**src/rtl/multicycle_ctrl.sv**
```systemverilog
// multicycle_ctrl: multicycle LEGv8 control sequencer.
// Steps each instruction through FETCH/DECODE/EXEC/MEM/WB, stalls on the
// data-memory ready handshake with a timeout trap, and counts retirements.
// Optional feature: define MCTRL_CBNZ_EN to decode 10110101xxx as CBNZ;
// without it that opcode group is illegal.
module multicycle_ctrl #(
    parameter int MEM_TIMEOUT = 16,
    parameter int CNT_W       = 32
) (
    input  logic             clk,
    input  logic             reset_n,
    input  logic             run,
    input  logic [10:0]      opcode,
    input  logic             zero,
    input  logic             mem_ready,
    output logic             pc_write,
    output logic             pc_src,
    output logic             ir_write,
    output logic             reg_to_loc,
    output logic             alu_src,
    output logic [1:0]       alu_op,
    output logic             mem_read,
    output logic             mem_write,
    output logic             mem_to_reg,
    output logic             reg_write,
    output logic             instr_done,
    output logic             trap,
    output logic [1:0]       trap_cause,
    output logic [CNT_W-1:0] retired
);

    localparam int WAIT_W = $clog2(MEM_TIMEOUT + 1);

    typedef enum logic [2:0] {
        S_IDLE, S_FETCH, S_DECODE, S_EXEC, S_MEM, S_WB, S_TRAP
    } state_t;

    typedef enum logic [2:0] {
        C_ILL, C_R, C_LDUR, C_STUR, C_CBZ, C_CBNZ, C_B
    } cls_t;

    state_t            state_q, state_d;
    cls_t              cls_q, cls_d;
    cls_t              dec_cls;
    cls_t              cur_cls;
    logic [WAIT_W-1:0] wait_q, wait_d;
    logic [1:0]        cause_q, cause_d;
    logic [CNT_W-1:0]  retired_q, retired_d;
    logic              retire;

    // Opcode classification; only consumed while in DECODE.
    always_comb begin
        dec_cls = C_ILL;
        casez (opcode)
            11'b10001011000,
            11'b11001011000,
            11'b10001010000,
            11'b10101010000: dec_cls = C_R;
            11'b11111000010: dec_cls = C_LDUR;
            11'b11111000000: dec_cls = C_STUR;
            11'b10110100???: dec_cls = C_CBZ;
`ifdef MCTRL_CBNZ_EN
            11'b10110101???: dec_cls = C_CBNZ;
`endif
            11'b000101?????: dec_cls = C_B;
            default:         dec_cls = C_ILL;
        endcase
    end

    // Next-state, strobe decode, wait counter and retire bookkeeping.
    always_comb begin
        state_d    = state_q;
        cls_d      = cls_q;
        wait_d     = '0;
        cause_d    = cause_q;
        retired_d  = retired_q;
        retire     = 1'b0;
        pc_write   = 1'b0;
        pc_src     = 1'b0;
        ir_write   = 1'b0;
        reg_to_loc = 1'b0;
        alu_src    = 1'b0;
        alu_op     = 2'b00;
        mem_read   = 1'b0;
        mem_write  = 1'b0;
        mem_to_reg = 1'b0;
        reg_write  = 1'b0;
        instr_done = 1'b0;

        // The class register is loaded at the end of DECODE, so the register
        // read-2 select in DECODE itself has to use the live classification.
        cur_cls = (state_q == S_DECODE) ? dec_cls : cls_q;
        if ((state_q == S_DECODE) || (state_q == S_EXEC) || (state_q == S_MEM)) begin
            reg_to_loc = (cur_cls == C_STUR) || (cur_cls == C_CBZ) || (cur_cls == C_CBNZ);
        end

        case (state_q)
            S_IDLE: begin
                if (run) begin
                    state_d = S_FETCH;
                end
            end
            S_FETCH: begin
                ir_write = 1'b1;
                pc_write = 1'b1;
                state_d  = S_DECODE;
            end
            S_DECODE: begin
                cls_d = dec_cls;
                if (dec_cls == C_ILL) begin
                    state_d = S_TRAP;
                    cause_d = 2'b01;
                end else begin
                    state_d = S_EXEC;
                end
            end
            S_EXEC: begin
                case (cls_q)
                    C_R: begin
                        alu_op  = 2'b10;
                        state_d = S_WB;
                    end
                    C_LDUR, C_STUR: begin
                        alu_src = 1'b1;
                        state_d = S_MEM;
                    end
                    C_CBZ: begin
                        alu_op   = 2'b01;
                        pc_src   = 1'b1;
                        pc_write = zero;
                        retire   = 1'b1;
                    end
                    C_CBNZ: begin
                        alu_op   = 2'b01;
                        pc_src   = 1'b1;
                        pc_write = ~zero;
                        retire   = 1'b1;
                    end
                    C_B: begin
                        pc_src   = 1'b1;
                        pc_write = 1'b1;
                        retire   = 1'b1;
                    end
                    default: begin
                        state_d = S_TRAP;
                        cause_d = 2'b01;
                    end
                endcase
            end
            S_MEM: begin
                mem_read  = (cls_q == C_LDUR);
                mem_write = (cls_q == C_STUR);
                if (mem_ready) begin
                    // A completing access wins over a timeout in the same cycle.
                    if (cls_q == C_LDUR) begin
                        state_d = S_WB;
                    end else begin
                        retire = 1'b1;
                    end
                end else begin
                    wait_d = wait_q + 1'b1;
                    if (wait_d == WAIT_W'(MEM_TIMEOUT)) begin
                        state_d = S_TRAP;
                        cause_d = 2'b10;
                    end
                end
            end
            S_WB: begin
                reg_write  = 1'b1;
                mem_to_reg = (cls_q == C_LDUR);
                retire     = 1'b1;
            end
            S_TRAP: begin
                state_d = S_TRAP;
            end
            default: begin
                state_d = S_IDLE;
            end
        endcase

        // run is looked at only when an instruction retires.
        if (retire) begin
            instr_done = 1'b1;
            retired_d  = retired_q + 1'b1;
            state_d    = run ? S_FETCH : S_IDLE;
        end
    end

    // State, class, wait counter, trap cause and retire counter registers.
    always_ff @(posedge clk or negedge reset_n) begin
        if (!reset_n) begin
            state_q   <= S_IDLE;
            cls_q     <= C_ILL;
            wait_q    <= '0;
            cause_q   <= 2'b00;
            retired_q <= '0;
        end else begin
            state_q   <= state_d;
            cls_q     <= cls_d;
            wait_q    <= wait_d;
            cause_q   <= cause_d;
            retired_q <= retired_d;
        end
    end

    assign trap       = (state_q == S_TRAP);
    assign trap_cause = cause_q;
    assign retired    = retired_q;

endmodule

```
**config.mk**
```make
export PLATFORM = sky130hd
export DESIGN_NAME = multicycle_ctrl
export DESIGN_NICKNAME = d
export VERILOG_FILES = /design/src/rtl/multicycle_ctrl.sv
export SDC_FILE = /design/constraint.sdc
export NUM_CORES = 1
export LEC_CHECK = 0
export CAP_MARGIN = 20
export CORE_UTILIZATION = 52
export DETAILED_ROUTE_END_ITERATION = 8
export GPL_TIMING_DRIVEN = 0
export PLACE_DENSITY = 0.85
export SLEW_MARGIN = 20
export SYNTH_ARGS = -nofsm -noshare
export SYNTH_HDL_FRONTEND = slang
export SYNTH_SLANG_ARGS = --single-unit
```
**constraint.sdc**
```tcl
create_clock -name clk -period 4.65 [get_ports clk]
set_input_delay 0.6975 -clock clk [delete_from_list [all_inputs] [get_ports clk]]
set_output_delay 0.6975 -clock clk [all_outputs]
set_load 0.1 [all_outputs]
```
== Yosys cells after proc, flatten, opt, wreduce, memory -nomap -nowiden ==
Index checks and enable logic that the tools add are counted.
Cells by class
  reduce and logical (&&, ||, !) cells: 14
  multiplexer cells: 36
  eq/ne operators: 33
  bitwise operators: 1
  add/subtract/negate cells: 2
Operator list (number)
  == test 11 bit, second input constant: 6
  adder 32 x 1 -> 32 bit, second input constant: 1
  == test 3 bit, second input constant: 8
  two-way mux 3 bit: 7
  case mux 3 bit (7 select lines): 1
  == test 3 x 2 -> 1 bit, second input constant: 5
  case mux 3 bit (5 select lines): 1
  two-way mux 1 bit: 14
  two-way mux 2 bit: 5
  two-way mux 5 bit: 2
  AND reduction 5 bit: 2
  case mux 3 bit (3 select lines): 1
  == test 8 bit, second input constant: 1
  inequality test 4 x 3 -> 1 bit, second input constant: 2
  == test 3 x 1 -> 1 bit, second input constant: 2
  == test 6 x 3 -> 1 bit, second input constant: 1
  zero test 3 bit: 2
  inequality test 2 bit, second input constant: 3
  inequality test 3 bit, second input constant: 2
  case mux 1 bit (3 select lines): 2
  case mux 2 bit (3 select lines): 1
  OR reduction 6 bit: 1
  adder 5 x 1 -> 5 bit, second input constant: 1
  == test 5 bit, second input constant: 1
  other kinds (9): 14
Storage, ports and cells
  logic and storage cells: 91
  register bits after elaboration: 45
  input port bits: 16

== Depth between registers and ports, before layout ==
  word-level depth: 8
  depth in mapped cells: 9
  mapped depth without buffers: 7

== Worst setup path before layout ==
OpenSTA, ideal clock, no wires.
  path type: in2out
  start point: input opcode[5]
  end point: output reg_to_loc
  arrival: 3.177 ns
  cell stages on the path: 6
  buffers on the path: 0
  setup slack: 0.775 ns
  path through: nor4b_1 -> nand4_1 -> o211a_1 -> a21oi_1 -> o2111ai_1 -> a22oi_1
Between the ends
  longest elaborated chain between the ends: 8
Ends and longest elaborated chain
  from (decl): line 13  | input logic [10:0] opcode,
  == test 11 bit: line 54  | casez (opcode)
  OR reduction 4 bit: line 54
  case mux 3 bit (5 select lines) *: line 54
  two-way mux 3 bit *
  == test 3 x 2 -> 1 bit or == test 3 bit (tied branches): line 94  | reg_to_loc = (cur_cls == C_STUR) || (cur_cls == C_CBZ) || (cur_cls == C_CBNZ);
  logical OR 1 bit: line 94
  logical OR 1 bit *: line 94
  two-way mux 1 bit *: line 93  | if ((state_q == S_DECODE) || (state_q == S_EXEC) || (state_q == S_MEM)) begin
  to (decl): line 19  | output logic reg_to_loc,
Every way passes the cells marked *; elsewhere a longest branch is shown, timed or not.

== Final worst setup path ==
  start point: input opcode[8]
  end point: output reg_to_loc
Same word-level chain as after synthesis.

==> impl_metrics.prom <==
# TYPE chip_impl_metric gauge
chip_impl_metric{name="placement.io_buffers",unit=""} 62
chip_impl_metric{name="timing.final.ws_setup",unit="ns"} 0.348
chip_impl_metric{name="clock-skew-final",unit="ns"} 0.00946
chip_impl_metric{name="period_minus_slack",unit="ns"} 4.30
chip_impl_metric{name="postSynthRegisterBits",unit=""} 45
chip_impl_metric{name="clkLatencyLatePin",unit="ns"} 0.29
chip_impl_metric{name="setup_viol",unit=""} 0
chip_impl_metric{name="numnets_final",unit=""} 337
chip_impl_info{name="clock_tree.root_cell",value="sky130_fd_sc_hd__clkbuf_8"} 1
chip_impl_info{name="critical_path.reg2reg.startpoint",value="state_q[0]"} 1
chip_impl_metric{name="antennaDiodeCount",unit=""} 0
chip_impl_metric{name="holdWs",unit="ns"} 0.335
chip_impl_metric{name="initial_detailed_routing_violation_count",unit=""} 79
chip_impl_metric{name="drc",unit=""} 0
chip_impl_metric{name="synthesis.nets",unit=""} 267
chip_impl_metric{name="cts_buffer_depth",unit=""} 2
chip_impl_metric{name="floorplan.initialDensity",unit=""} 0.548
chip_impl_metric{name="share_of_the_yosys_chip_area_belonging_to_registers",unit=""} 0.466
chip_impl_metric{name="clock.fmax",unit="MHz"} 232
chip_impl_metric{name="vdd_drop_max",unit="µV"} 639
chip_impl_metric{name="floorplan.die.width",unit="µm"} 70.2
chip_impl_metric{name="synth-adder-area-share",unit=""} 0.0103
chip_impl_metric{name="synthesis.area_per_instance",unit="µm²"} 9.71
chip_impl_info{name="grt_setup_unrepaired",value="false"} 1
chip_impl_metric{name="core_area",unit="µm²"} 4410
chip_impl_metric{name="syn-cell-area",unit="µm²"} 2420
chip_impl_metric{name="drt_wl_total",unit="µm"} 5350
chip_impl_metric{name="initial_antenna_violation_count",unit=""} 0
chip_impl_metric{name="post_cts_resize_count",unit=""} 0
chip_impl_metric{name="power.density",unit="nW/µm²"} 538
chip_impl_metric{name="cp.arrival",unit="ns"} 3.60
chip_impl_info{name="min-delay-path-class",value="primary input to asynchronous set/reset pin"} 1
chip_impl_metric{name="place_area",unit="µm²"} 3120
chip_impl_metric{name="report.final.hold_viol_count",unit=""} 0
chip_impl_metric{name="post-cts-setup-buffer-count",unit=""} 0
chip_impl_metric{name="post_synth_and_or_nand_nor_area_fraction",unit=""} 0.278
chip_impl_metric{name="numCtsBuffers",unit=""} 5
chip_impl_metric{name="timing_max_transition_violations_final",unit=""} 0
chip_impl_info{name="run_status",value="complete, no violations"} 1
chip_impl_metric{name="cts_max_level",unit=""} 2
chip_impl_metric{name="synth-async-reset-ratio",unit=""} 1.00
chip_impl_metric{name="grt_start_max_net_pins",unit=""} 28
chip_impl_metric{name="number_of_enable_type_register_cells_in_the_synthesized_netlist",unit=""} 0
chip_impl_metric{name="place.gp.congestion",unit=""} 0.868
chip_impl_info{name="synth_top_family_by_area",value="simple AND/OR/NAND/NOR gates"} 1
chip_impl_metric{name="grt_pass1_vias",unit=""} 1925
chip_impl_metric{name="dieArea",unit="µm²"} 4930
chip_impl_metric{name="via_per_inst",unit=""} 5.54
chip_impl_metric{name="worstRegToRegCells",unit=""} 8
chip_impl_metric{name="detail-route-antenna-nets",unit=""} 0
chip_impl_metric{name="drt-wirelength-per-cell",unit="µm"} 14.4
chip_impl_metric{name="grt_pass1_wl",unit="µm"} 8870
chip_impl_metric{name="finalCritPeriodShare",unit=""} 0.925
chip_impl_metric{name="number_of_iterations_in_the_first_detailed_routing_pass",unit=""} 4
chip_impl_metric{name="synth-xor-area-share",unit=""} 0.123
chip_impl_metric{name="floorplan.rows",unit=""} 24
chip_impl_metric{name="globalRouteOverflowTotal",unit=""} 0
chip_impl_metric{name="timing.critical_path.fanout_max",unit=""} 3
chip_impl_metric{name="finish.instance_area",unit="µm²"} 3240
chip_impl_metric{name="dp_slack",unit="ns"} 0.347
chip_impl_metric{name="worst-endpoint-required",unit="ns"} 3.95
chip_impl_metric{name="max_slew_margin",unit=""} 0.337
chip_impl_info{name="worst_setup_path_type",value="primary input to output port"} 1
chip_impl_metric{name="static-leakage-power",unit="nW"} 1.30
chip_impl_metric{name="detailedPlacementHpwl",unit="µm"} 4050
chip_impl_metric{name="cts.sinks",unit=""} 45
chip_impl_info{name="cts_tree",value="yes"} 1
chip_impl_metric{name="ctsHoldBuffers",unit=""} 0
chip_impl_metric{name="floorplan.io_pins",unit=""} 63
chip_impl_info{name="startpoint_type",value="primary input"} 1
chip_impl_metric{name="ys_types",unit=""} 46
chip_impl_metric{name="synth_compound_gate_area_share",unit=""} 0.0797
chip_impl_metric{name="r2r_slack",unit="ns"} 2.57
chip_impl_info{name="synth_top_flop_cell",value="sky130_fd_sc_hd__dfrtp_1"} 1
chip_impl_metric{name="post_route_cells_drive_above_1_share",unit=""} 0.0844
chip_impl_metric{name="clkSlewWorstSetupHoldPaths",unit="ns"} 0.08
chip_impl_metric{name="count_of_mapped_cells_out_of_synthesis",unit=""} 249
chip_impl_metric{name="chipHeight",unit="µm"} 70.2
chip_impl_metric{name="slew_of_the_pin_with_the_lowest_slew_margin",unit="ns"} 0.991
chip_impl_metric{name="fin_tns_setup",unit="ns"} 0
chip_impl_metric{name="synth-warning-count",unit=""} 0
chip_impl_metric{name="synth.mux.area_fraction",unit=""} 0.0135
chip_impl_metric{name="track_usage",unit=""} 0.226
chip_impl_metric{name="fill_cells",unit=""} 338
chip_impl_metric{name="routed-via-count",unit=""} 2062
chip_impl_info{name="critPathCaptureType",value="output port"} 1
chip_impl_info{name="timing.rr.end",value="retired[18]"} 1
chip_impl_metric{name="layout-area-overhead-vs-synth",unit="%"} 33.8
chip_impl_metric{name="max-cap-violations",unit=""} 0
## flip-flops by register name, summed over array words and instances (netlist names)
register and cells:
state_q 3, cls_q 3, trap_cause 2, wait_q 5, retired 32
## per-stage QoR
step / std cells / power (W) / util
floorplan: 249 / 0.00122 / -
global placement: 363 / 0.00143 / 0.703
detailed placement: 364 / 0.00144 / 0.707
CTS: 372 / 0.00175 / 0.733
global route: 372 / 0.00183 / 0.733
finish: 372 / 0.00174 / 0.733
## power breakdown
part	switching (W)	internal, W
clock	0.000126	0.000175
combinational	0.000679	0.000251
sequential	0.0000594	0.000450
total	0.000864	0.000876
## layer usage
layer	part of all wire	wire length [µm]	global-route usage	vias up
met4	0.015	78	0.0689	0
met3	0.033	175	0.0346	9
met5	0	0	0	-
li1	-	-	-	1007
met1	0.45	2390	0.297	993
met2	0.51	2710	0.387	53
## logic make-up (layout without fill, tap and decap cells)
family,count (synthesis),after routing
and+or+nand+nor,119,119
muxes,3,3
buffers and inverters,16,87
AOI/OAI and AO/OA,30,30
xor gates and xnor gates,34,34
DFF,45,45
adders and majority gates,2,2
## layout make-up
cell class | count | area (µm²) | area share
plain buffers | 8 | 41.3 | 0.0128
flip-flops and latches | 45 | 1130 | 0.348
inverters | 8 | 30.0 | 0.00928
clock inverters | 1 | 30.0 | 0.00928
clock buffers | 7 | 86.3 | 0.0267
repair buffers | 63 | 636 | 0.196
multi-input cells | 188 | 1220 | 0.377
well taps | 52 | 65.1 | 0.0201
## cells in the final DEF, fill, tap and decap left out, types with 4 or more instances in the layout
cell	count
sky130_fd_sc_hd__nand2_1	27
sky130_fd_sc_hd__buf_2	4
sky130_fd_sc_hd__nor3_1	8
sky130_fd_sc_hd__clkbuf_8	6
sky130_fd_sc_hd__xnor2_1	22
sky130_fd_sc_hd__nor2_1	23
sky130_fd_sc_hd__xor2_1	12
sky130_fd_sc_hd__o21ai_0	9
sky130_fd_sc_hd__nand2b_1	6
sky130_fd_sc_hd__nand3_1	18
sky130_fd_sc_hd__inv_1	8
sky130_fd_sc_hd__a21oi_1	9
sky130_fd_sc_hd__dfrtp_1	45
sky130_fd_sc_hd__clkdlybuf4s50_1	61
sky130_fd_sc_hd__nand4_1	9
## Yosys cell counts, types with 6 or more instances
master / instances / area, µm²
sky130_fd_sc_hd__dfrtp_1: 45 / 1130
sky130_fd_sc_hd__a21oi_1: 9 / 45.0
sky130_fd_sc_hd__nor3_1: 8 / 40.0
sky130_fd_sc_hd__nor2_1: 23 / 86.3
sky130_fd_sc_hd__nand3_1: 18 / 90.1
sky130_fd_sc_hd__o21ai_0: 9 / 45.0
sky130_fd_sc_hd__nand4_1: 9 / 56.3
sky130_fd_sc_hd__nand2b_1: 6 / 37.5
sky130_fd_sc_hd__nand2_1: 27 / 101
sky130_fd_sc_hd__inv_1: 8 / 30.0
sky130_fd_sc_hd__xnor2_1: 22 / 193
sky130_fd_sc_hd__xor2_1: 12 / 105
## worst max-delay path by stage
stage | from | endpoint | slack [ns] | cells after the start
after floorplan | opcode[5] | reg_to_loc | 0.78 | 6
after detailed placement | opcode[8] | reg_to_loc | 0.35 | 8
after global routing | opcode[8] | reg_to_loc | 0.20 | 8
after CTS | opcode[8] | reg_to_loc | 0.34 | 8
after global placement | opcode[5] | reg_to_loc | 0.37 | 8
final | opcode[8] | reg_to_loc | 0.35 | 8
## worst max-delay path, stage by stage
cell,delay (ns)
sky130_fd_sc_hd__clkdlybuf4s50_1,0.49
sky130_fd_sc_hd__nor4bb_1,0.36
sky130_fd_sc_hd__nand4_1,0.18
sky130_fd_sc_hd__o211a_1,0.24
sky130_fd_sc_hd__a21oi_1,0.15
sky130_fd_sc_hd__o2111ai_1,0.14
sky130_fd_sc_hd__a22oi_1,0.18
sky130_fd_sc_hd__clkdlybuf4s50_1,1.16
Note: power is estimated with default switching activity, not from simulation.
